`config.mk`:
```
export PLATFORM = sky130hd
export DESIGN_NAME = op_bypass
export DESIGN_NICKNAME = d
export VERILOG_FILES = /design/src/rtl/frwd_pkg.sv /design/src/rtl/bypass_match.sv /design/src/rtl/op_bypass.sv
export SDC_FILE = /design/constraint.sdc
export NUM_CORES = 1
export LEC_CHECK = 0
export BUFFER_PORTS_ARGS = -buffer_cell sky130_fd_sc_hd__buf_2
export CAP_MARGIN = 20
export CORE_AREA = 2 2 164 166
export CTS_CLUSTER_DIAMETER = 150
export DETAILED_ROUTE_END_ITERATION = 8
export DIE_AREA = 0 0 166 168
export MAX_ROUTING_LAYER = met4
export PLACE_DENSITY = 0.67
export SLEW_MARGIN = 5
export SYNTH_ARGS = -nofsm -noshare
export SYNTH_HDL_FRONTEND = slang
export SYNTH_HIERARCHICAL = 1
export SYNTH_SLANG_ARGS = --single-unit
```
`constraint.sdc`:
```
create_clock -name i_clk -period 5.7 [get_ports i_clk]
set_input_delay 0 -clock i_clk [delete_from_list [all_inputs] [get_ports i_clk]]
set_output_delay 0 -clock i_clk [all_outputs]
set_load 0.02 [all_outputs]
```
`src/rtl/frwd_pkg.sv`:
```
// rtl/frwd_pkg.sv - shared defaults and history-slot type for the operand bypass stage
package frwd_pkg;

    localparam int XLEN_DEF   = 32;
    localparam int REG_AW_DEF = 5;
    // History slots carry addresses at this width so REG_AW can vary up to 256 registers
    localparam int HIST_AW    = 8;
    localparam int OP2_LINK   = 4;

    typedef struct packed {
        logic               valid;
        logic [HIST_AW-1:0] addr;
    } hist_slot_t;

endpackage

```
`src/rtl/bypass_match.sv`:
```
// rtl/bypass_match.sv - youngest-match priority compare and data select for one source operand
module bypass_match
    import frwd_pkg::*;
#(
    parameter int XLEN   = XLEN_DEF,
    parameter int REG_AW = REG_AW_DEF,
    parameter int DEPTH  = 3
) (
    input  hist_slot_t [DEPTH-1:0]      i_hist,
    input  logic       [REG_AW-1:0]     i_src_addr,
    input  logic       [XLEN-1:0]       i_rf_data,
    input  logic       [DEPTH*XLEN-1:0] i_stg_data,
    input  logic       [DEPTH-1:0]      i_stg_rdy,
    output logic       [XLEN-1:0]       o_data,
    output logic                        o_hit,
    output logic                        o_rdy
);

    // Walk oldest to youngest so the lowest matching slot overwrites older ones
    always_comb begin
        o_data = i_rf_data;
        o_hit  = 1'b0;
        o_rdy  = 1'b1;
        for (int k = DEPTH - 1; k >= 0; k--) begin
            if (i_hist[k].valid && (i_hist[k].addr == HIST_AW'(i_src_addr)) &&
                (i_src_addr != '0)) begin
                o_data = i_stg_data[k*XLEN +: XLEN];
                o_hit  = 1'b1;
                o_rdy  = i_stg_rdy[k];
            end
        end
    end

endmodule

```
`src/rtl/op_bypass.sv`:
```
// rtl/op_bypass.sv - ID/EX operand bypass, load-use stall and ID/EX register; OP_BYPASS_STATS_EN enables counters
module op_bypass
    import frwd_pkg::*;
#(
    parameter int XLEN   = XLEN_DEF,
    parameter int REG_AW = REG_AW_DEF,
    parameter int DEPTH  = 3
) (
    input  logic                    i_clk,
    input  logic                    i_rst,
    input  logic                    i_id_valid,
    output logic                    o_id_ready,
    input  logic [REG_AW-1:0]       i_rs1_addr,
    input  logic [REG_AW-1:0]       i_rs2_addr,
    input  logic                    i_rs1_used,
    input  logic                    i_rs2_used,
    input  logic [XLEN-1:0]         i_rs1_rdata,
    input  logic [XLEN-1:0]         i_rs2_rdata,
    input  logic                    i_auipc,
    input  logic                    i_imm,
    input  logic                    i_jal,
    input  logic                    i_jalr,
    input  logic [XLEN-1:0]         i_pc,
    input  logic [XLEN-1:0]         i_immediate,
    input  logic [REG_AW-1:0]       i_rd_addr,
    input  logic                    i_rd_we,
    input  logic                    i_mem_reg,
    input  logic                    i_ex_ready,
    input  logic                    i_flush,
    input  logic [DEPTH*XLEN-1:0]   i_stg_data,
    input  logic [DEPTH-1:0]        i_stg_rdy,
    output logic                    o_ex_valid,
    output logic [XLEN-1:0]         o_op1,
    output logic [XLEN-1:0]         o_op2,
    output logic [XLEN-1:0]         o_rs2_fwd,
    output logic [REG_AW-1:0]       o_rd_addr,
    output logic                    o_rd_we,
    output logic                    o_mem_reg,
    output logic [31:0]             o_stall_cnt,
    output logic [31:0]             o_fwd_cnt
);

    logic              ex_valid_d, ex_valid_q;
    logic [XLEN-1:0]   op1_d, op1_q;
    logic [XLEN-1:0]   op2_d, op2_q;
    logic [XLEN-1:0]   rs2_fwd_d, rs2_fwd_q;
    logic [REG_AW-1:0] rd_addr_d, rd_addr_q;
    logic              rd_we_d, rd_we_q;
    logic              mem_reg_d, mem_reg_q;

    hist_slot_t                   slot0;
    hist_slot_t [DEPTH-1:1]       old_d, old_q;
    hist_slot_t [DEPTH-1:0]       hist;

    logic [XLEN-1:0] fwd_rs1, fwd_rs2, op1_sel, op2_sel;
    logic            hit1, hit2, rdy1, rdy2;
    logic            hazard, adv, id_ready, issue;

    // Slot 0 is the instruction currently held in the ID/EX register
    always_comb begin
        slot0.valid = ex_valid_q & rd_we_q;
        slot0.addr  = HIST_AW'(rd_addr_q);
        hist        = {old_q, slot0};
    end

    always_comb begin
        old_d = old_q;
        if (i_ex_ready) begin
            old_d[1] = slot0;
            for (int k = 2; k < DEPTH; k++) begin
                old_d[k] = old_q[k-1];
            end
        end
    end

    bypass_match #(.XLEN(XLEN), .REG_AW(REG_AW), .DEPTH(DEPTH)) u_match_rs1 (
        .i_hist     (hist),
        .i_src_addr (i_rs1_addr),
        .i_rf_data  (i_rs1_rdata),
        .i_stg_data (i_stg_data),
        .i_stg_rdy  (i_stg_rdy),
        .o_data     (fwd_rs1),
        .o_hit      (hit1),
        .o_rdy      (rdy1)
    );

    bypass_match #(.XLEN(XLEN), .REG_AW(REG_AW), .DEPTH(DEPTH)) u_match_rs2 (
        .i_hist     (hist),
        .i_src_addr (i_rs2_addr),
        .i_rf_data  (i_rs2_rdata),
        .i_stg_data (i_stg_data),
        .i_stg_rdy  (i_stg_rdy),
        .o_data     (fwd_rs2),
        .o_hit      (hit2),
        .o_rdy      (rdy2)
    );

    always_comb begin
        hazard   = (i_rs1_used & hit1 & ~rdy1) | (i_rs2_used & hit2 & ~rdy2);
        adv      = i_ex_ready | ~ex_valid_q;
        id_ready = ~i_rst & ~hazard & adv;
        issue    = i_id_valid & id_ready & ~i_flush;
        op1_sel  = i_auipc ? i_pc : fwd_rs1;
        if (i_imm) begin
            op2_sel = i_immediate;
        end else if (i_jal | i_jalr) begin
            op2_sel = XLEN'(OP2_LINK);
        end else begin
            op2_sel = fwd_rs2;
        end
    end

    always_comb begin
        ex_valid_d = ex_valid_q;
        op1_d      = op1_q;
        op2_d      = op2_q;
        rs2_fwd_d  = rs2_fwd_q;
        rd_addr_d  = rd_addr_q;
        rd_we_d    = rd_we_q;
        mem_reg_d  = mem_reg_q;
        if (i_flush) begin
            ex_valid_d = 1'b0;
        end else if (adv) begin
            ex_valid_d = issue;
            op1_d      = op1_sel;
            op2_d      = op2_sel;
            rs2_fwd_d  = fwd_rs2;
            rd_addr_d  = i_rd_addr;
            rd_we_d    = i_rd_we;
            mem_reg_d  = i_mem_reg;
        end
    end

    always_ff @(posedge i_clk) begin
        if (i_rst) begin
            ex_valid_q <= 1'b0;
            op1_q      <= '0;
            op2_q      <= '0;
            rs2_fwd_q  <= '0;
            rd_addr_q  <= '0;
            rd_we_q    <= 1'b0;
            mem_reg_q  <= 1'b0;
            old_q      <= '0;
        end else begin
            ex_valid_q <= ex_valid_d;
            op1_q      <= op1_d;
            op2_q      <= op2_d;
            rs2_fwd_q  <= rs2_fwd_d;
            rd_addr_q  <= rd_addr_d;
            rd_we_q    <= rd_we_d;
            mem_reg_q  <= mem_reg_d;
            old_q      <= old_d;
        end
    end

    assign o_id_ready = id_ready;
    assign o_ex_valid = ex_valid_q;
    assign o_op1      = op1_q;
    assign o_op2      = op2_q;
    assign o_rs2_fwd  = rs2_fwd_q;
    assign o_rd_addr  = rd_addr_q;
    assign o_rd_we    = rd_we_q;
    assign o_mem_reg  = mem_reg_q;

`ifdef OP_BYPASS_STATS_EN
    logic [31:0] stall_cnt_d, stall_cnt_q;
    logic [31:0] fwd_cnt_d, fwd_cnt_q;
    logic [1:0]  fwd_inc;

    always_comb begin
        fwd_inc     = {1'b0, i_rs1_used & hit1} + {1'b0, i_rs2_used & hit2};
        stall_cnt_d = stall_cnt_q + 32'(i_id_valid & hazard);
        fwd_cnt_d   = fwd_cnt_q + (issue ? 32'(fwd_inc) : 32'd0);
    end

    always_ff @(posedge i_clk) begin
        if (i_rst) begin
            stall_cnt_q <= '0;
            fwd_cnt_q   <= '0;
        end else begin
            stall_cnt_q <= stall_cnt_d;
            fwd_cnt_q   <= fwd_cnt_d;
        end
    end

    assign o_stall_cnt = stall_cnt_q;
    assign o_fwd_cnt   = fwd_cnt_q;
`else
    assign o_stall_cnt = '0;
    assign o_fwd_cnt   = '0;
`endif

endmodule

```
==> metrics.md, run 1 <==
| Metric | Value |
|---|---|
| Status | `completed` |
| Gr usage total | `0.257` |
| Area grow syn2layout | `34.0%` |
| Slew Limit Fails | `0` |
| Row cnt | `60` |
| Data arrival time of the critical path | `3.64 ns` |
| FILL cells | `2,565` |
| Grt met2 use | `0.426` |
| Async S/R FF share, synth | `0` |
| Synthesized instance count | `1,044` |
| Number of flops mapped to enable cells by yosys | `0` |
| Synth Area per Inst | `8.53 sq um` |
| Setup TNS Final | `0 ns` |
| Vias per inst | `5.50` |
| Ports | `424` |
| Yosys reg bits | `116` |
| Final Hold Vio Count | `0` |
| Initial DRC Count | `943` |
| RSZ-0062 raised after global routing | `false` |
| Clock Tree Buf Depth | `2` |
| Syn Std Cell Area | `8910 sq um` |
| PD cells | `220 nW/um^2` |
| GPL Wtd Cong | `0.891` |
| Worst hold path depth | `4` |
| Horiz. Die Dim | `166 um` |
| Leakage | `5.03 nW` |
| Register area share after synthesis | `0.261` |
| Maximum number of pins on one net before global-route repair | `90` |
| Hold/Removal Path Class | `primary input to flop` |
| Routed WL | `36,500 um` |
| R2R depth | `8` |
| FF+latch area | `2320 sq um` |
| Post-synth top flop | `dfxtp_1` |
| Final Power | `2.63 mW` |
| Met3 Usage GRT | `0.0454` |
| CP Capture Type | `flop` |
| Place WS | `2.11 ns` |
| PortBufs | `359` |
| Clk sinks | `116` |
| Most Crowded Layer GR | `met2` |
| Worst skew pair latency | `0.41 ns` |
| Cell with the most instances after synthesis | `dfxtp_1` |
| GR Util met1 | `0.314` |
| Post-route setup slack | `2.32 ns` |
| Peak supply drop | `110 uV` |
| Worst Setup Path Type | `flop to flop` |
| Max-cap violations | `0` |
| Vias in the first global route | `9,423` |
| Vert. Die Dim | `168 um` |
| Final Critical Period | `3.38 ns` |
| Crit-path max FO | `34` |
| CP max-delay cell | `or3_2` |
| DIE AREA | `27,900 sq um` |
| Fin nets | `1,673` |
| Synth area leaders | `dfxtp_1 26%, a221oi_2 9.4%, o31ai_2 7.9%, buf_4 6.5%, a311oi_1 6.2%` |
| Cells along the critical path | `xnor2_1 -> nand4_1 -> or3_2 -> a221oi_2 -> o31ai_2 -> or4_1 -> o2111ai_1 -> a21oi_1` |
| Startpoint types | `flop` |
| Cts bufs inserted | `17` |
| Final worst-path cycle share | `0.592` |
| Antenna Nets Post-Route | `0` |
| Yosys cell types | `41` |
| Root buffer cell | `clkbuf_16` |
| First-pass GRT wire length | `54,700 um` |
| Multi-input combinational cell area | `5760 sq um` |
| # setup viols final | `0` |
| Clk pin slew, worst setup/hold paths | `0.06 ns` |
| Vias | `9,745` |
| Slew headroom | `0.232` |
| Post-CTS Setup Bufs | `0` |
| Initial Util | `0.338` |
| Dominant cell type by area after synthesis | `dfxtp_1` |
| CP required | `5.96 ns` |
| Yosys top cell area share | `0.261` |
| TritonCTS clock tree | `built` |
| Slew @ Worst Pin | `1.15 ns` |
| CTS resizes | `0` |
| # DRC | `0` |
| DR pass1 iterations | `5` |
| Fin Clk Skew | `0.00950 ns` |
| Initial antenna violation count | `1` |
| Top post-synthesis cells by count | `116 x dfxtp_1, 103 x a21oi_1, 81 x nor2_1` |
| Peak Freq | `296 MHz` |
| Drt wl/cell | `20.6 um` |
| H-tree Lvls | `4` |
| Core Area | `26,400 sq um` |
| Fraction of layout cells with a size suffix above 1 | `0.377` |
| Synth warnings | `6` |
| Post-detail-place hpwl | `24,800 um` |
| Total gr overflow | `0` |
| Max incr delay on CP | `1.00 ns` |
| WHS | `0.0220 ns` |
| Cell area after layout | `11,900 sq um` |
| Dpl cell area | `10,400 sq um` |
[kinds of logic after synthesis]
logic type | Yosys count | synth area share
and+or+nand+nor | 292 | 0.166
xor gates and xnor gates | 30 | 0.0295
other | 1 | 0.000421
muxes | 44 | 0.0495
DFF | 116 | 0.261
buffers and inverters | 189 | 0.133
AOI/OAI and AO/OA | 372 | 0.361
[layout make-up]
class | instances | share of cell area
Timing Repair Buffer | 461 | 0.236
Sequential cell | 116 | 0.195
Inverter | 2 | 0.00105
Tap cell | 341 | 0.0357
Multi-Input combinational cell | 820 | 0.483
Clock inverter | 14 | 0.0127
Clock buffer | 18 | 0.0368
Antenna cell | 1 | 0.000210
[where the power goes]
| part | internal [mW] | leakage, nW | total (mW) | switching, mW |
|---|---|---|---|---|
| clock | 0.661 | 0.276 | 1.12 | 0.456 |
| combinational | 0.264 | 3.79 | 0.614 | 0.350 |
| sequential | 0.864 | 0.958 | 0.899 | 0.0342 |
[worst paths after layout]
kind | start | endpoint | slack (ns)
max | hist[18] | o_op2[2] | 2.32
min | i_rs2_used | o_ex_valid | 0.02
max reg2reg | hist[18] | o_op2[2] | 2.32
min reg2reg | o_rs2_fwd[31] | o_rs2_fwd[31] | 0.48
[what timing repair did]
action,CTS,global route
hold endpoints to repair,84,0
hold buffers,84,0
setup endpoints to repair,0,0
[placed cells by master (no fill, tap or decap), types with 3 or more instances in the layout]
master	Yosys	layout
mux2i_1	44	44
nor3_4	1	3
nand3_1	39	39
o31ai_1	8	8
o21ai_0	43	43
nor4b_1	4	4
conb_1	1	82
o31ai_2	56	56
a221oi_2	56	56
a22oi_1	31	31
or3_2	0	4
buf_2	67	358
dlygate4sd3_1	0	84
nor3_1	3	3
nor2b_1	65	64
inv_6	0	5
clkbuf_16	0	17
a21oi_1	103	103
dfxtp_1	116	116
a221oi_1	8	8
buf_4	77	16
nand4_1	6	6
a311oi_1	63	63
xnor2_1	28	28
clkinvlp_4	0	5
nor2_1	81	79
nand2_1	76	76
[per-stage QoR]
step / util / std cells
CTS: 0.450 / 1769
global placement: 0.396 / 1653
global route: 0.453 / 1773
floorplan: - / 1125
detailed placement: 0.396 / 1653
finish: 0.453 / 1773
[routing by layer]
metal / part of all wire / vias to the layer above
li1: - / 4512
met1: 0.41 / 4614
met2: 0.48 / 550
met3: 0.075 / 69
met4: 0.033 / 0
met5: 0 / -
[worst max-delay path: cells and delay by family, from the launching register on]
kind            cells  cell delay [ns]
compound gates      4             0.82
flops               1             0.39
xor+xnor            1             0.14
simple gates        3             1.86
Note: power is estimated with default switching activity, not from simulation.
==> run 2: changes to the inputs <==
--- a/config.mk
+++ b/config.mk
@@ -5,14 +5,15 @@
 export SDC_FILE = /design/constraint.sdc
 export NUM_CORES = 1
 export LEC_CHECK = 0
+export ABC_AREA = 1
 export BUFFER_PORTS_ARGS = -buffer_cell sky130_fd_sc_hd__buf_2
 export CAP_MARGIN = 20
-export CORE_AREA = 2 2 164 166
+export CORE_AREA = 2 2 166 168
 export CTS_CLUSTER_DIAMETER = 150
 export DETAILED_ROUTE_END_ITERATION = 8
-export DIE_AREA = 0 0 166 168
+export DIE_AREA = 0 0 168 170
 export MAX_ROUTING_LAYER = met4
-export PLACE_DENSITY = 0.67
+export PLACE_DENSITY = 0.66
 export SLEW_MARGIN = 5
 export SYNTH_ARGS = -nofsm -noshare
 export SYNTH_HDL_FRONTEND = slang
==> constraint.sdc (replaced) <==
create_clock -name i_clk -period 3.2 [get_ports i_clk]
set_input_delay 0 -clock i_clk [delete_from_list [all_inputs] [get_ports i_clk]]
set_output_delay 0 -clock i_clk [all_outputs]
set_load 0.02 [all_outputs]
==> run 2 against run 1 <==
Critical path depth is 7 higher. Design area increased by 0.60%. Sequential power increased by 79%. First-iteration DRC count fell by 3.7%. Count of clock-buffer cells in the layout increased by 2. Flip-flop and latch count unchanged. Non-clock buffer count is 5 higher. Register-to-register slack got worse by 1.9 ns. Setup slack got worse by 1.9 ns. Via count rose by 15%. Highest routed layer unchanged.
==> metrics.md, run 2 <==
| Metric | Value |
|---|---|
| Synth Area per Inst | `5.82 sq um (was 8.53 sq um)` |
| Post-detail-place hpwl | `27,600 um (was 24,800 um)` |
| Peak supply drop | `217 uV (was 110 uV)` |
| Core Area | `26,700 sq um (was 26,400 sq um)` |
| Maximum number of pins on one net before global-route repair | `104 (was 90)` |
| Cts bufs inserted | `17 (unchanged)` |
| DR pass1 iterations | `5 (unchanged)` |
| Post-layout util | `0.451 (was 0.453)` |
| Hold/Removal Path Class | `primary input to flop (unchanged)` |
| Dominant cell type by area after synthesis | `dfxtp_1 (unchanged)` |
| First-pass GRT wire length | `58,800 um (was 54,700 um)` |
| Clock network power share | `0.417 (was 0.425)` |
| Clk pin slew, worst setup/hold paths | `0.06 ns (about the same)` |
| Top post-synthesis cells by count | `477 x nand2_1, 188 x nor2_1, 171 x nand3_1 (was 116 x dfxtp_1, 103 x a21oi_1, 81 x nor2_1)` |
| Vias per inst | `4.89 (was 5.50)` |
| WHS | `0.00708 ns (was 0.0220 ns)` |
| Gr usage total | `0.275 (was 0.257)` |
| # setup viols final | `0 (unchanged)` |
| Worst skew pair latency | `0.41 ns (about the same)` |
| Synthesized instance count | `1,525 (was 1,044)` |
| # DRC | `0 (unchanged)` |
| Most frequent cells in the layout | `477 x nand2_1, 359 x buf_2, 187 x nor2_1, 171 x nand3_1, 127 x inv_1 (was 358 x buf_2, 116 x dfxtp_1, 103 x a21oi_1, 84 x dlygate4sd3_1, 82 x conb_1)` |
| Final Critical Period | `2.80 ns (was 3.38 ns)` |
| Combinational Power Share | `0.242 (was 0.234)` |
| Post-CTS Setup Bufs | `0 (unchanged)` |
| Worst Setup Path Type | `flop to flop (unchanged)` |
| Number of flops mapped to enable cells by yosys | `0 (unchanged)` |
| Horiz. Die Dim | `168 um (was 166 um)` |
| Leakage | `6.57 nW (was 5.03 nW)` |
| Setup TNS Final | `0 ns (unchanged)` |
| Async S/R FF share, synth | `0 (unchanged)` |
| DIE AREA | `28,600 sq um (was 27,900 sq um)` |
| Routed WL | `39,300 um (was 36,500 um)` |
| Most common cell after layout, fill and taps aside | `nand2_1 (was buf_2)` |
| Critical hold path startpoint | `i_pc[8] (was i_rs2_used)` |
| Peak Freq | `357 MHz (was 296 MHz)` |
| Initial Util | `0.333 (was 0.338)` |
| Slew headroom | `0.452 (was 0.232)` |
| Vias in the first global route | `10,600 (was 9,423)` |
| Clk sinks | `116 (unchanged)` |
| H-tree Lvls | `4 (unchanged)` |
| Status | `completed (unchanged)` |
| Net Switching | `1.54 mW (was 840 uW)` |
| Vias | `11,200 (was 9,745)` |
| CP Capture Type | `flop (unchanged)` |
| Yosys reg bits | `116 (unchanged)` |
| Initial DRC Count | `908 (was 943)` |
| Final Hold Vio Count | `0 (unchanged)` |
| Row cnt | `60 (unchanged)` |
| Total gr overflow | `0 (unchanged)` |
| Seq pwr share | `0.341 (was 0.342)` |
| Max incr delay on CP | `0.55 ns (was 1.00 ns)` |
| Antenna Nets Post-Route | `0 (unchanged)` |
| CP required | `3.49 ns (was 5.96 ns)` |
| CP max-delay cell | `dlygate4sd3_1 (was or3_2)` |
| Crit-path max FO | `18 (was 34)` |
| Int Pwr | `3.20 mW (was 1.79 mW)` |
| RSZ-0062 raised after global routing | `false (unchanged)` |
| PortBufs | `359 (unchanged)` |
| TritonCTS clock tree | `built (unchanged)` |
| Syn Std Cell Area | `8880 sq um (was 8910 sq um)` |
| Slew @ Worst Pin | `0.821 ns (was 1.15 ns)` |
| Synth area leaders | `dfxtp_1 26%, nand2_1 20%, nand3_1 9.6%, nor2_1 7.9%, buf_4 6.5% (was dfxtp_1 26%, a221oi_2 9.4%, o31ai_2 7.9%, buf_4 6.5%, a311oi_1 6.2%)` |
| Fin Clk Skew | `0.0153 ns (was 0.00950 ns)` |
| Final worst-path cycle share | `0.875 (was 0.592)` |
| PD cells | `394 nW/um^2 (was 220 nW/um^2)` |
| Sw frac | `0.324 (was 0.320)` |
| Ports | `424 (unchanged)` |
| Data arrival time of the critical path | `3.09 ns (was 3.64 ns)` |
| Root buffer cell | `clkbuf_16 (unchanged)` |
| GPL Wtd Cong | `0.917 (was 0.891)` |
| Post-synth top flop | `dfxtp_1 (unchanged)` |
| Max-cap violations | `0 (unchanged)` |
| Initial antenna violation count | `4 (was 1)` |
| Slew Limit Fails | `0 (unchanged)` |
| Drt wl/cell | `17.2 um (was 20.6 um)` |
| Yosys top cell area share | `0.262 (was 0.261)` |
| Area grow syn2layout | `35.3% (was 34.0%)` |
| Critical path origin | `hist[13] (was hist[18])` |
| Reg2Reg Launch Point | `hist[13] (was hist[18])` |
| Clock Tree Buf Depth | `2 (unchanged)` |
| Cells along the critical path | `inv_1 -> nand2_1 -> nand2_1 -> nor2_1 -> nand2_1 -> nor2_4 -> buf_4 -> a21oi_2 -> nand2_1 -> nand2_1 -> inv_1 -> nand3_1 -> nand4_1 -> a21oi_1 -> dlygate4sd3_1 (was xnor2_1 -> nand4_1 -> or3_2 -> a221oi_2 -> o31ai_2 -> or4_1 -> o2111ai_1 -> a21oi_1)` |
| Fin nets | `2,179 (was 1,673)` |
| Register area share after synthesis | `0.262 (was 0.261)` |
| Yosys cell types | `28 (was 41)` |
| Synth warnings | `6 (unchanged)` |
| Vert. Die Dim | `170 um (was 168 um)` |
| Startpoint types | `flop (unchanged)` |
| Fraction of layout cells with a size suffix above 1 | `0.233 (was 0.377)` |
| CP dominant cell by count | `nand2_1` |
| Cell with the most instances after synthesis | `nand2_1 (was dfxtp_1)` |
## run 2: cell types whose count changed after synthesis, moves of 63 or more
cell,before,now
o21ai_0,43,115
inv_1,2,128
nand3_1,39,171
a311oi_1,63,0
nor2b_1,65,0
nor2_1,81,188
nand2_1,76,477
## run 2: what timing repair did
action | 4_1_cts | 5_1_grt
hold buffers | 82 | 0
resized for setup | 0 | 0
hold endpoints to repair | 81 | 0
## run 2: cell type report
cell class	count	area, sq um
diodes	5	12.5
well taps	341	427
flip-flops and latches	116	2320
inverters	136	512
fillers	2918	14600
clock buffers	20	447
multi-input cells	1187	5240
repair buffers	466	2910
clock inverters	11	135
## run 2: power groups by stage
| stage | combinational [mW] | sequential [mW] | clock, mW |
|---|---|---|---|
| 2_1_floorplan | 0.595 | 1.73 | 0 |
| 3_3_place_gp | 1.04 | 1.64 | 0 |
| 3_5_place_dp | 1.05 | 1.64 | 0 |
| 4_1_cts | 1.13 | 1.61 | 2.03 |
| 5_1_grt | 1.26 | 1.62 | 2.07 |
| 6_report | 1.15 | 1.61 | 1.98 |
## run 2: final timing paths
kind / endpoint / slack [ns] / cells past startpoint
setup / recovery: o_ex_valid / 0.40 / 15
hold / removal: o_op1[8] / 0.007 / 5
setup reg to reg: o_ex_valid / 0.40 / 15
hold reg to reg: o_op1[29] / 0.46 / 2
## run 2: metal layers
metal	share of wire	GRT usage
met3	0.072	0.0374
met4	0.032	0.115
met5	0	-
met2	0.47	0.450
met1	0.43	0.341
## run 2: logic make-up (layout without fill, tap and decap cells)
logic type,Yosys count,after routing,synth area share
compound gates,216,216,0.123
xor+xnor,22,22,0.0234
buf+inv,303,633,0.184
flops,116,116,0.262
other cells,1,87,0.000422
simple gates,867,867,0.408
## run 2: critical path, delay by kind of cell (launching register included)
family	cells	cell delay (ns)
and+or+nand+nor	9	1.15
buffers and inverters	4	0.96
DFF	1	0.40
AOI/OAI and AO/OA	2	0.15
## run 2: stage by stage
step	total power, mW	std cells	setup WS, ns	instance area, sq um
floorplan	2.33	1606	1.42	9180
global placement	2.68	2161	0.780	10500
detailed placement	2.69	2161	0.799	10500
CTS	4.77	2274	0.397	11900
global route	4.96	2281	0.174	12000
finish	4.74	2282	0.399	12000
